## src/rtl/ir_matrix_scanner.sv

```systemverilog
// ir_matrix_scanner: scans a 4x4 IR beam matrix row by row and debounces each cell into an active-low ir_out vector
//   Ports: clk, resetn (async active-low) | row_drv_n[3:0] one-hot active-low row drive
//          col_sense_n[3:0] async column returns (0 = beam broken) | clear_traces sync clear (sticky build only)
//          ir_out[15:0] debounced cell state, index row*4+col, 0 = broken
//          scan_done pulse after each full scan | ir_changed pulse after any ir_out change
//   Build option: define IR_STICKY_TRACE_EN to latch broken cells until clear_traces.
module ir_matrix_scanner #(
    parameter int SETTLE_CYCLES  = 1000,
    parameter int DEBOUNCE_COUNT = 4
) (
    input  logic        clk,
    input  logic        resetn,
    output logic [3:0]  row_drv_n,
    input  logic [3:0]  col_sense_n,
    input  logic        clear_traces,
    output logic [15:0] ir_out,
    output logic        scan_done,
    output logic        ir_changed
);
    localparam int CW = (SETTLE_CYCLES > 1) ? $clog2(SETTLE_CYCLES) : 1;
    localparam int DW = $clog2(DEBOUNCE_COUNT + 1);
    localparam logic [1:0] IDLE   = 2'd0;
    localparam logic [1:0] DRIVE  = 2'd1;
    localparam logic [1:0] SAMPLE = 2'd2;
    logic [1:0]    state_q, state_d;
    logic [1:0]    row_q, row_d;
    logic [CW-1:0] cnt_q, cnt_d;
    logic [3:0]    sync1_q, sync2_q;
    logic [3:0]    row_drv_q, row_drv_d;
    logic [15:0]   ir_q, ir_d;
    logic          scan_done_q, ir_changed_q;
    logic [DW-1:0] deb_q [16];
    logic [DW-1:0] deb_d [16];
    logic [3:0]    idx;
    logic          s;
`ifndef IR_STICKY_TRACE_EN
    logic unused_clear;
    assign unused_clear = clear_traces;
`endif
    always_comb begin
        state_d = state_q;
        row_d   = row_q;
        cnt_d   = cnt_q;
        if (state_q == IDLE) begin
            state_d = DRIVE;
            cnt_d   = '0;
        end else if (state_q == DRIVE) begin
            if (cnt_q == CW'(SETTLE_CYCLES - 1)) state_d = SAMPLE;
            else cnt_d = cnt_q + 1'b1;
        end else begin
            state_d = DRIVE;
            row_d   = row_q + 1'b1;
            cnt_d   = '0;
        end
        // Drive is registered from next state so the row line tracks the FSM exactly.
        row_drv_d = (state_d == IDLE) ? 4'hF : ~(4'b0001 << row_d);
    end
    always_comb begin
        ir_d  = ir_q;
        deb_d = deb_q;
        idx   = '0;
        s     = 1'b0;
        if (state_q == SAMPLE) begin
            for (int c = 0; c < 4; c++) begin
                idx = {row_q, c[1:0]};
                s   = sync2_q[c];
`ifdef IR_STICKY_TRACE_EN
                // A latched broken cell sees any idle sample as agreement, so it never releases.
                s = s & ir_q[idx];
`endif
                if (s == ir_q[idx]) deb_d[idx] = '0;
                else if (deb_q[idx] == DW'(DEBOUNCE_COUNT - 1)) begin
                    ir_d[idx]  = s;
                    deb_d[idx] = '0;
                end else deb_d[idx] = deb_q[idx] + 1'b1;
            end
        end
`ifdef IR_STICKY_TRACE_EN
        if (clear_traces) begin
            ir_d = '1;
            for (int i = 0; i < 16; i++) deb_d[i] = '0;
        end
`endif
    end
    always_ff @(posedge clk or negedge resetn) begin
        if (!resetn) begin
            state_q      <= IDLE;
            row_q        <= '0;
            cnt_q        <= '0;
            sync1_q      <= 4'hF;
            sync2_q      <= 4'hF;
            row_drv_q    <= 4'hF;
            ir_q         <= 16'hFFFF;
            scan_done_q  <= 1'b0;
            ir_changed_q <= 1'b0;
            deb_q        <= '{default: '0};
        end else begin
            state_q      <= state_d;
            row_q        <= row_d;
            cnt_q        <= cnt_d;
            sync1_q      <= col_sense_n;
            sync2_q      <= sync1_q;
            row_drv_q    <= row_drv_d;
            ir_q         <= ir_d;
            scan_done_q  <= (state_q == SAMPLE) && (row_q == 2'd3);
            ir_changed_q <= ir_d != ir_q;
            deb_q        <= deb_d;
        end
    end
    assign row_drv_n  = row_drv_q;
    assign ir_out     = ir_q;
    assign scan_done  = scan_done_q;
    assign ir_changed = ir_changed_q;
endmodule
```

## config.mk

```make
export PLATFORM = sky130hd
export DESIGN_NAME = ir_matrix_scanner
export DESIGN_NICKNAME = d
export VERILOG_FILES = /design/src/rtl/ir_matrix_scanner.sv
export SDC_FILE = /design/constraint.sdc
export NUM_CORES = 1
export LEC_CHECK = 0
export ABC_AREA = 1
export ABC_CLOCK_PERIOD_IN_PS = 3750
export CELL_PAD_IN_SITES_DETAIL_PLACEMENT = 2
export CELL_PAD_IN_SITES_GLOBAL_PLACEMENT = 2
export CORE_ASPECT_RATIO = 1.25
export CORE_MARGIN = 1
export CORE_UTILIZATION = 30
export CTS_CLUSTER_SIZE = 28
export DETAILED_ROUTE_END_ITERATION = 16
export GPL_ROUTABILITY_DRIVEN = 0
export PLACE_DENSITY_LB_ADDON = 0.12
export SYNTH_ARGS = -nofsm -noshare
export SYNTH_HDL_FRONTEND = slang
export SYNTH_SLANG_ARGS = --single-unit
```

## constraint.sdc

```tcl
create_clock -name clk -period 3.75 [get_ports clk]
set_input_delay 1.125 -clock clk [delete_from_list [all_inputs] [get_ports clk]]
set_output_delay 1.125 -clock clk [all_outputs]
set_load 0.01 [all_outputs]
```

==> summary.txt, run 1 <==
Global route
  • Overflow after GRT: 0
  • Initial antenna violation count: 0
  • First-pass GRT wire length: 25400 µm
  • Vias in the first global route: 4838
  • GRT Total Usage: 18.7%
  • Largest net degree at the start of global routing: 34

Route
  • Number of nets still failing antenna checks after routing: 0
  • DRT Wirelength: 15200 µm
  • DR vias: 4376
  • DR vias/cell: 4.92
  • Drt pass-1 iters: 4
  • DRC: 0
  • Wirelength per Cell: 17.1 µm
  • First DRT Iteration DRCs: 106

Die
  • Die ar.: 17700 µm²
  • DIE HEIGHT: 148 µm
  • Core Footprint: 16800 µm²
  • IO Count: 29
  • Rows: 53
  • Initial Util: 30.7%
  • Die X: 119 µm

STA
  • Period utilisation layout: 77.2%
  • Count of final hold-check violations: 0
  • Clk_skew: 0.00786 ns
  • RSZ-0062 raised after global routing: no
  • Slew headroom: 50.7%
  • TNS Setup: 0 ns
  • Maximum clock rate: 0.346 GHz
  • Setup Viol. Count Final: 0
  • Pins Over Slew Limit: 0
  • Worst Tran Pin Value: 0.739 ns
  • Tmin final: 2.89 ns

Pwr
  • Total power: 1990 µW
  • P per Cell Area: 334 nW/µm²
  • Worst vdd ir: 0.164 mV
  • Pleak: 0.00284 µW

Cells and area
  • Nets@finish: 684
  • Utilization after layout: 35.4%
  • Area Overhead vs Synth: 15.4%
  • Diodes inserted: 0
  • Multi-input logic area: 2270 µm²
  • FF/Latch Area: 2340 µm²
  • Layout fillers: 1915
  • Layout cells sized above 1: 13.6%

CTS
  • TritonCTS buffer count: 9
  • CTS HTree Levels: 3
  • Clk slew on worst S/H paths: 0.07 ns
  • CTS tree: built
  • CTS resizes: 0
  • Clk Latency, worst-skew pair: 0.35 ns
  • Setup bufs post-CTS: 0
  • Root buffer cell: clkbuf_16
  • CTS Hold Bufs: 0
  • Longest Clk Path Bufs: 2
  • Clock Sink Count: 92

Logic synthesis
  • Synth top cells by count: nand2_1, inv_1, dfrtp_1
  • Sequential area share after synthesis: 45.4%
  • Largest cells by area after synthesis: dfrtp_1, dfstp_2, nand2_1, inv_1, o21ai_0
  • Unique masters post-synth: 38
  • Top cell type's share of synthesized area: 31.1%
  • Yosys reg bits: 92
  • Most used DFF post-synth: dfrtp_1
  • Async SR Flop Fraction: 100%
  • Yosys warning count: 0
  • Syn_area_per_cell: 8.09 µm²
  • Syn nets: 656
  • Post-synthesis cell area: 5150 µm²
  • Count leader, synth: nand2_1
  • EDFF count, synth: 0
  • Syn Inst Count: 636
  • Largest area contributor in the netlist: dfrtp_1

Critical path
  • CP max stage delay: 0.43 ns
  • Most used cell, CP: nand2_1
  • Type of the worst setup path: reg2reg
  • Worst setup EP type: flip-flop
  • Crit path max-delay cell type: inv_2
  • CP max FO: 22
  • Cell Chain, Critical Path: inv_2 > o21ai_0 > o22ai_1 > ha_1 > ha_1 > nand2_1 > inv_1 > nand2_1 > o21ai_0 > inv_1 > nand4_1 > nand2_1 > nor2_1 > nand2_1 > nor2_1 > nand2_1
  • Req. time, crit path: 3.99 ns
  • Critical Path AT: 3.14 ns
  • CP startpoint kind: flip-flop

Min path
  • Hold WC Path Type: reg2reg

Place
  • # port buffers: 27
  • Post-DP HPWL: 10800 µm

Run
  • Max cap viols: 0

Outcome
  • Outcome: finished, final reports clean
==> final cells by class <==
type / instances / area share, %
sequential: 92 / 39.4
multi-input combinational: 414 / 38.2
inverter: 111 / 7.14
timing repair buffer: 36 / 5.65
tap: 220 / 4.63
clock buffer: 12 / 4.49
clock inverter: 4 / 0.506
==> worst max-delay path: cells and delay by family (launching register included) <==
family / cells / cell delay (ns)
simple gates: 8 / 0.71
buf+inv: 3 / 0.63
fa+ha+maj: 2 / 0.52
compound gates: 3 / 0.48
flops: 1 / 0.41
==> per-stage QoR <==
stage	setup WS, ns	hold slack, ns	instance area, µm²	cells
finish	0.856	0.356	5940	889
global placement	0.945	0.346	5640	873
global route	0.463	0.359	5940	889
CTS	0.758	0.358	5940	889
detailed placement	0.851	0.348	5640	873
floorplan	1.13	0.345	5150	636
==> power breakdown <==
| group | switching, µW | internal [µW] |
|---|---|---|
| combinational | 40.8 | 13.2 |
| sequential | 4.96 | 1000 |
| clock | 418 | 509 |
| total | 464 | 1520 |
==> routing by layer <==
| metal | vias up | global-route usage (%) | share of wire, % |
|---|---|---|---|
| li1 | 2108 | - | - |
| met1 | 2228 | 21.3 | 42 |
| met2 | 29 | 35.6 | 55 |
| met3 | 11 | 2.65 | 1.5 |
| met4 | 0 | 5.95 | 1.2 |
| met5 | - | 0 | 0 |
==> worst paths after layout <==
| path | startpoint | to | slack (ns) | depth (start not counted) |
|---|---|---|---|---|
| hold reg to reg | sync1_q[0] | sync2_q[0] | 0.36 | 0 |
| hold / removal | sync1_q[0] | sync2_q[0] | 0.36 | 0 |
| max in group asynchronous | resetn | ir_out[13] | 2.27 | 2 |
| setup / recovery | row_q[1] | ir_changed | 0.86 | 16 |
| setup reg to reg | row_q[1] | ir_changed | 0.86 | 16 |
| min in group asynchronous | resetn | deb_q[14] | 0.73 | 1 |
==> cells by family (layout without fill, tap and decap cells) <==
kind of cell / count (synthesis) / after routing / share of synthesized area, %
adder cells (fa/ha/maj): 13 / 13 / 3.16
XOR/XNOR: 2 / 2 / 0.340
AND/OR/NAND/NOR: 272 / 272 / 25.4
buffers and inverters: 130 / 163 / 10.5
multiplexers: 10 / 10 / 1.95
flip-flops: 92 / 92 / 45.4
AO/OA/AOI/OAI: 117 / 117 / 13.3
==> registers in the layout, summed over array words and instances (netlist names) <==
signal	cells
cnt_q	10
deb_q	48
ir_changed	1
ir_out	16
row_drv_n	4
row_q	2
scan_done	1
state_q	2
sync1_q	4
sync2_q	4
==> cells in the final DEF (no fill, tap or decap), types with 3 or more instances in the layout <==
master / instances
dfrtp_1: 64
buf_4: 10
inv_1: 104
o21a_1: 28
nand2_2: 15
mux2i_1: 10
a31oi_1: 3
nand3_1: 9
clkbuf_8: 3
nand2_4: 3
nand3_2: 3
o21ai_0: 55
clkbuf_16: 9
o21ai_1: 6
ha_1: 13
inv_4: 3
nor2_4: 4
dfstp_2: 28
a21oi_1: 16
nand4_1: 38
a32oi_1: 4
nor2_1: 30
inv_2: 3
nor2_8: 3
nand3b_1: 3
nand2_1: 158
clkdlybuf4s50_1: 26
o22ai_1: 4
Note: power is estimated with default switching activity, not from simulation.
==> run 2: changes to the inputs <==
--- a/config.mk
+++ b/config.mk
@@ -6,7 +6,7 @@
 export NUM_CORES = 1
 export LEC_CHECK = 0
 export ABC_AREA = 1
-export ABC_CLOCK_PERIOD_IN_PS = 3750
+export ABC_CLOCK_PERIOD_IN_PS = 2630
 export CELL_PAD_IN_SITES_DETAIL_PLACEMENT = 2
 export CELL_PAD_IN_SITES_GLOBAL_PLACEMENT = 2
 export CORE_ASPECT_RATIO = 1.25
==> constraint.sdc (replaced) <==
create_clock -name clk -period 2.63 [get_ports clk]
set_input_delay 0.789 -clock clk [delete_from_list [all_inputs] [get_ports clk]]
set_output_delay 0.789 -clock clk [all_outputs]
set_load 0.01 [all_outputs]
==> run 2 against run 1 <==
Against the previous run:
- fmax increased by 17%
- combinational power increased by 43%
- flip-flop and latch count unchanged
- sequential power increased by 42%
- wire length increased by 6.2%
- final area increased by 8.6%
- worst hold slack about the same
- count of clock-buffer cells in the layout decreased by 3
- highest routed layer unchanged
==> summary.txt, run 2 (synthesis gave the netlist of run 1 again) <==
Route
  • Drt pass-1 iters: 4 (unchanged)
  • Number of nets still failing antenna checks after routing: 0 (unchanged)
  • DR vias/cell: 4.96 (+0.76%)
  • Wirelength per Cell: 17.5 µm (+2.5%)
  • DRT Wirelength: 16100 µm (+6.2%)
  • DR vias: 4568 (+4.4%)
  • First DRT Iteration DRCs: 116 (+9.4%)
  • DRC: 0 (unchanged)

Die
  • IO Count: 29 (unchanged)
  • DIE HEIGHT: 148 µm (unchanged)
  • Die X: 119 µm (unchanged)
  • Rows: 53 (unchanged)
  • Core Footprint: 16800 µm² (unchanged)
  • Die ar.: 17700 µm² (unchanged)
  • Initial Util: 30.7% (unchanged)

Critical path
  • Worst setup EP type: flip-flop
  • CP max FO: 8 (-64%)
  • Critical Path AT: 2.72 ns (-0.42 ns)
  • Type of the worst setup path: reg2reg
  • CP startpoint kind: flip-flop
  • Req. time, crit path: 2.88 ns (-1.11 ns)

Pwr
  • Worst vdd ir: 0.291 mV (+78%)
  • P per Cell Area: 445 nW/µm² (+33%)
  • Pleak: 0.00303 µW (+6.6%)

Global route
  • Vias in the first global route: 5085 (+5.1%)
  • GRT Total Usage: 18.7% (-0.064 points)
  • Largest net degree at the start of global routing: 62 (+82%)
  • First-pass GRT wire length: 25600 µm (+0.65%)
  • Overflow after GRT: 0 (unchanged)
  • Initial antenna violation count: 0 (unchanged)

STA
  • Setup Viol. Count Final: 0 (unchanged)
  • Clk_skew: 0.00580 ns (-0.00206 ns)
  • Pins Over Slew Limit: 0 (unchanged)
  • Period utilisation layout: 94.2% (+17 points)
  • Tmin final: 2.48 ns (-0.417 ns)
  • Smallest hold slack: 0.356 ns (-0.000275 ns)
  • Worst Tran Pin Value: 0.525 ns (-0.213 ns)
  • Maximum clock rate: 0.404 GHz (+17%)
  • Count of final hold-check violations: 0 (unchanged)
  • Slew headroom: 64.9% (+14 points)

Cells and area
  • Max reg flops: 48 (unchanged)
  • Layout cells sized above 1: 24.5% (+11 points)
  • Area Overhead vs Synth: 25.3%
  • Utilization after layout: 38.4% (+3.0 points)
  • Diodes inserted: 0 (unchanged)
  • Nets@finish: 716 (+4.7%)
  • Commonest non-fill, non-tap cell in the layout: nand2_1
  • Non-Filler Instances: 921 (+3.6%)
  • Biggest register: deb_q
  • Commonest cells after routing, fill and taps aside: nand2_1, inv_1, dfrtp_1

CTS
  • Clock Sink Count: 92 (unchanged)
  • TritonCTS buffer count: 9 (unchanged)
  • Root buffer cell: clkbuf_16
  • CTS HTree Levels: 3 (unchanged)
  • Clk Latency, worst-skew pair: 0.35 ns (about the same)
  • Longest Clk Path Bufs: 2 (unchanged)
  • CTS tree: built
  • Clk slew on worst S/H paths: 0.07 ns (about the same)

Place
  • # port buffers: 27 (unchanged)
  • Placed cells: 889 (+1.8%)
  • Post-DP HPWL: 11000 µm (+2.1%)

Run
  • Max cap viols: 0 (unchanged)

Min path
  • Hold WC Path Type: reg2reg

Outcome
  • Outcome: finished, final reports clean
-- run 2: layout make-up --
cell class	count	area, µm²
fillers	1849	10300
flip-flops and latches	92	2340
inverters	111	453
clock buffers	9	225
multi-input cells	414	2430
repair buffers	67	648
repair inverters	1	5.00
clock inverters	7	73.8
well taps	220	275
-- run 2: report_power, final --
group / internal, µW / switching [µW] / total, µW
registers: 1430 / 7.11 / 1430
logic: 18.9 / 58.1 / 77.0
clock network: 743 / 613 / 1360
total: 2190 / 678 / 2870
-- run 2: routing by layer --
metal	part of all wire, %	vias up	global-route usage, %
met5	0	-	0
met4	2.8	0	8.29
met3	1.8	26	2.07
met2	54	45	35.0
met1	41	2329	21.1
li1	-	2168	-
-- run 2: repair_timing --
action	CTS	global route
pin swaps	0	25
buffers inserted	0	14
setup endpoints to repair	1	1
hold buffers	0	0
cloned	0	3
gates resized for setup	6	83
-- run 2: through the flow --
step | area [µm²] | TNS (ns) | setup WS, ns | total power [µW]
floorplan | 5150 | 0 | 0.0148 | 1490
global placement | 5800 | 0 | 0.0391 | 1540
detailed placement | 5800 | -0.0990 | -0.0990 | 1540
CTS | 6100 | 0 | 0.000914 | 2920
global route | 6450 | -0.0363 | -0.0363 | 2980
finish | 6450 | 0 | 0.153 | 2870
-- run 2: worst max-delay path: stages, from the launching register on --
cell and delay, ns:
dfrtp_2 0.51, clkbuf_16 0.20, buf_4 0.14, nor2_1 0.10, o22ai_1 0.10, ha_2 0.20
ha_4 0.18, nand2_1 0.08, inv_2 0.04, buf_4 0.13, o21ai_2 0.14, inv_1 0.08
nand4_1 0.09, nand2_1 0.08, nor2_1 0.11, nand2_1 0.06, nor2_1 0.08, nand2_1 0.06
-- run 2: final timing paths --
check                             end  startpoint  depth (start not counted)  slack, ns
setup / recovery           ir_changed    row_q[0]                         17       0.15
hold / removal             sync2_q[0]  sync1_q[0]                          0       0.36
setup reg to reg           ir_changed    row_q[0]                         17       0.15
hold reg to reg            sync2_q[0]  sync1_q[0]                          0       0.36
max in group asynchronous   ir_out[1]      resetn                          2       1.49
min in group asynchronous   scan_done      resetn                          1       0.39
==> run 3: changes to the inputs <==
--- a/config.mk
+++ b/config.mk
@@ -12,6 +12,7 @@
 export CORE_ASPECT_RATIO = 1.25
 export CORE_MARGIN = 1
 export CORE_UTILIZATION = 30
+export CTS_CLUSTER_DIAMETER = 50
 export CTS_CLUSTER_SIZE = 28
 export DETAILED_ROUTE_END_ITERATION = 16
 export GPL_ROUTABILITY_DRIVEN = 0
==> results of run 3 <==
Same layout as run 2: the final DEF is identical, and so are final timing and power.
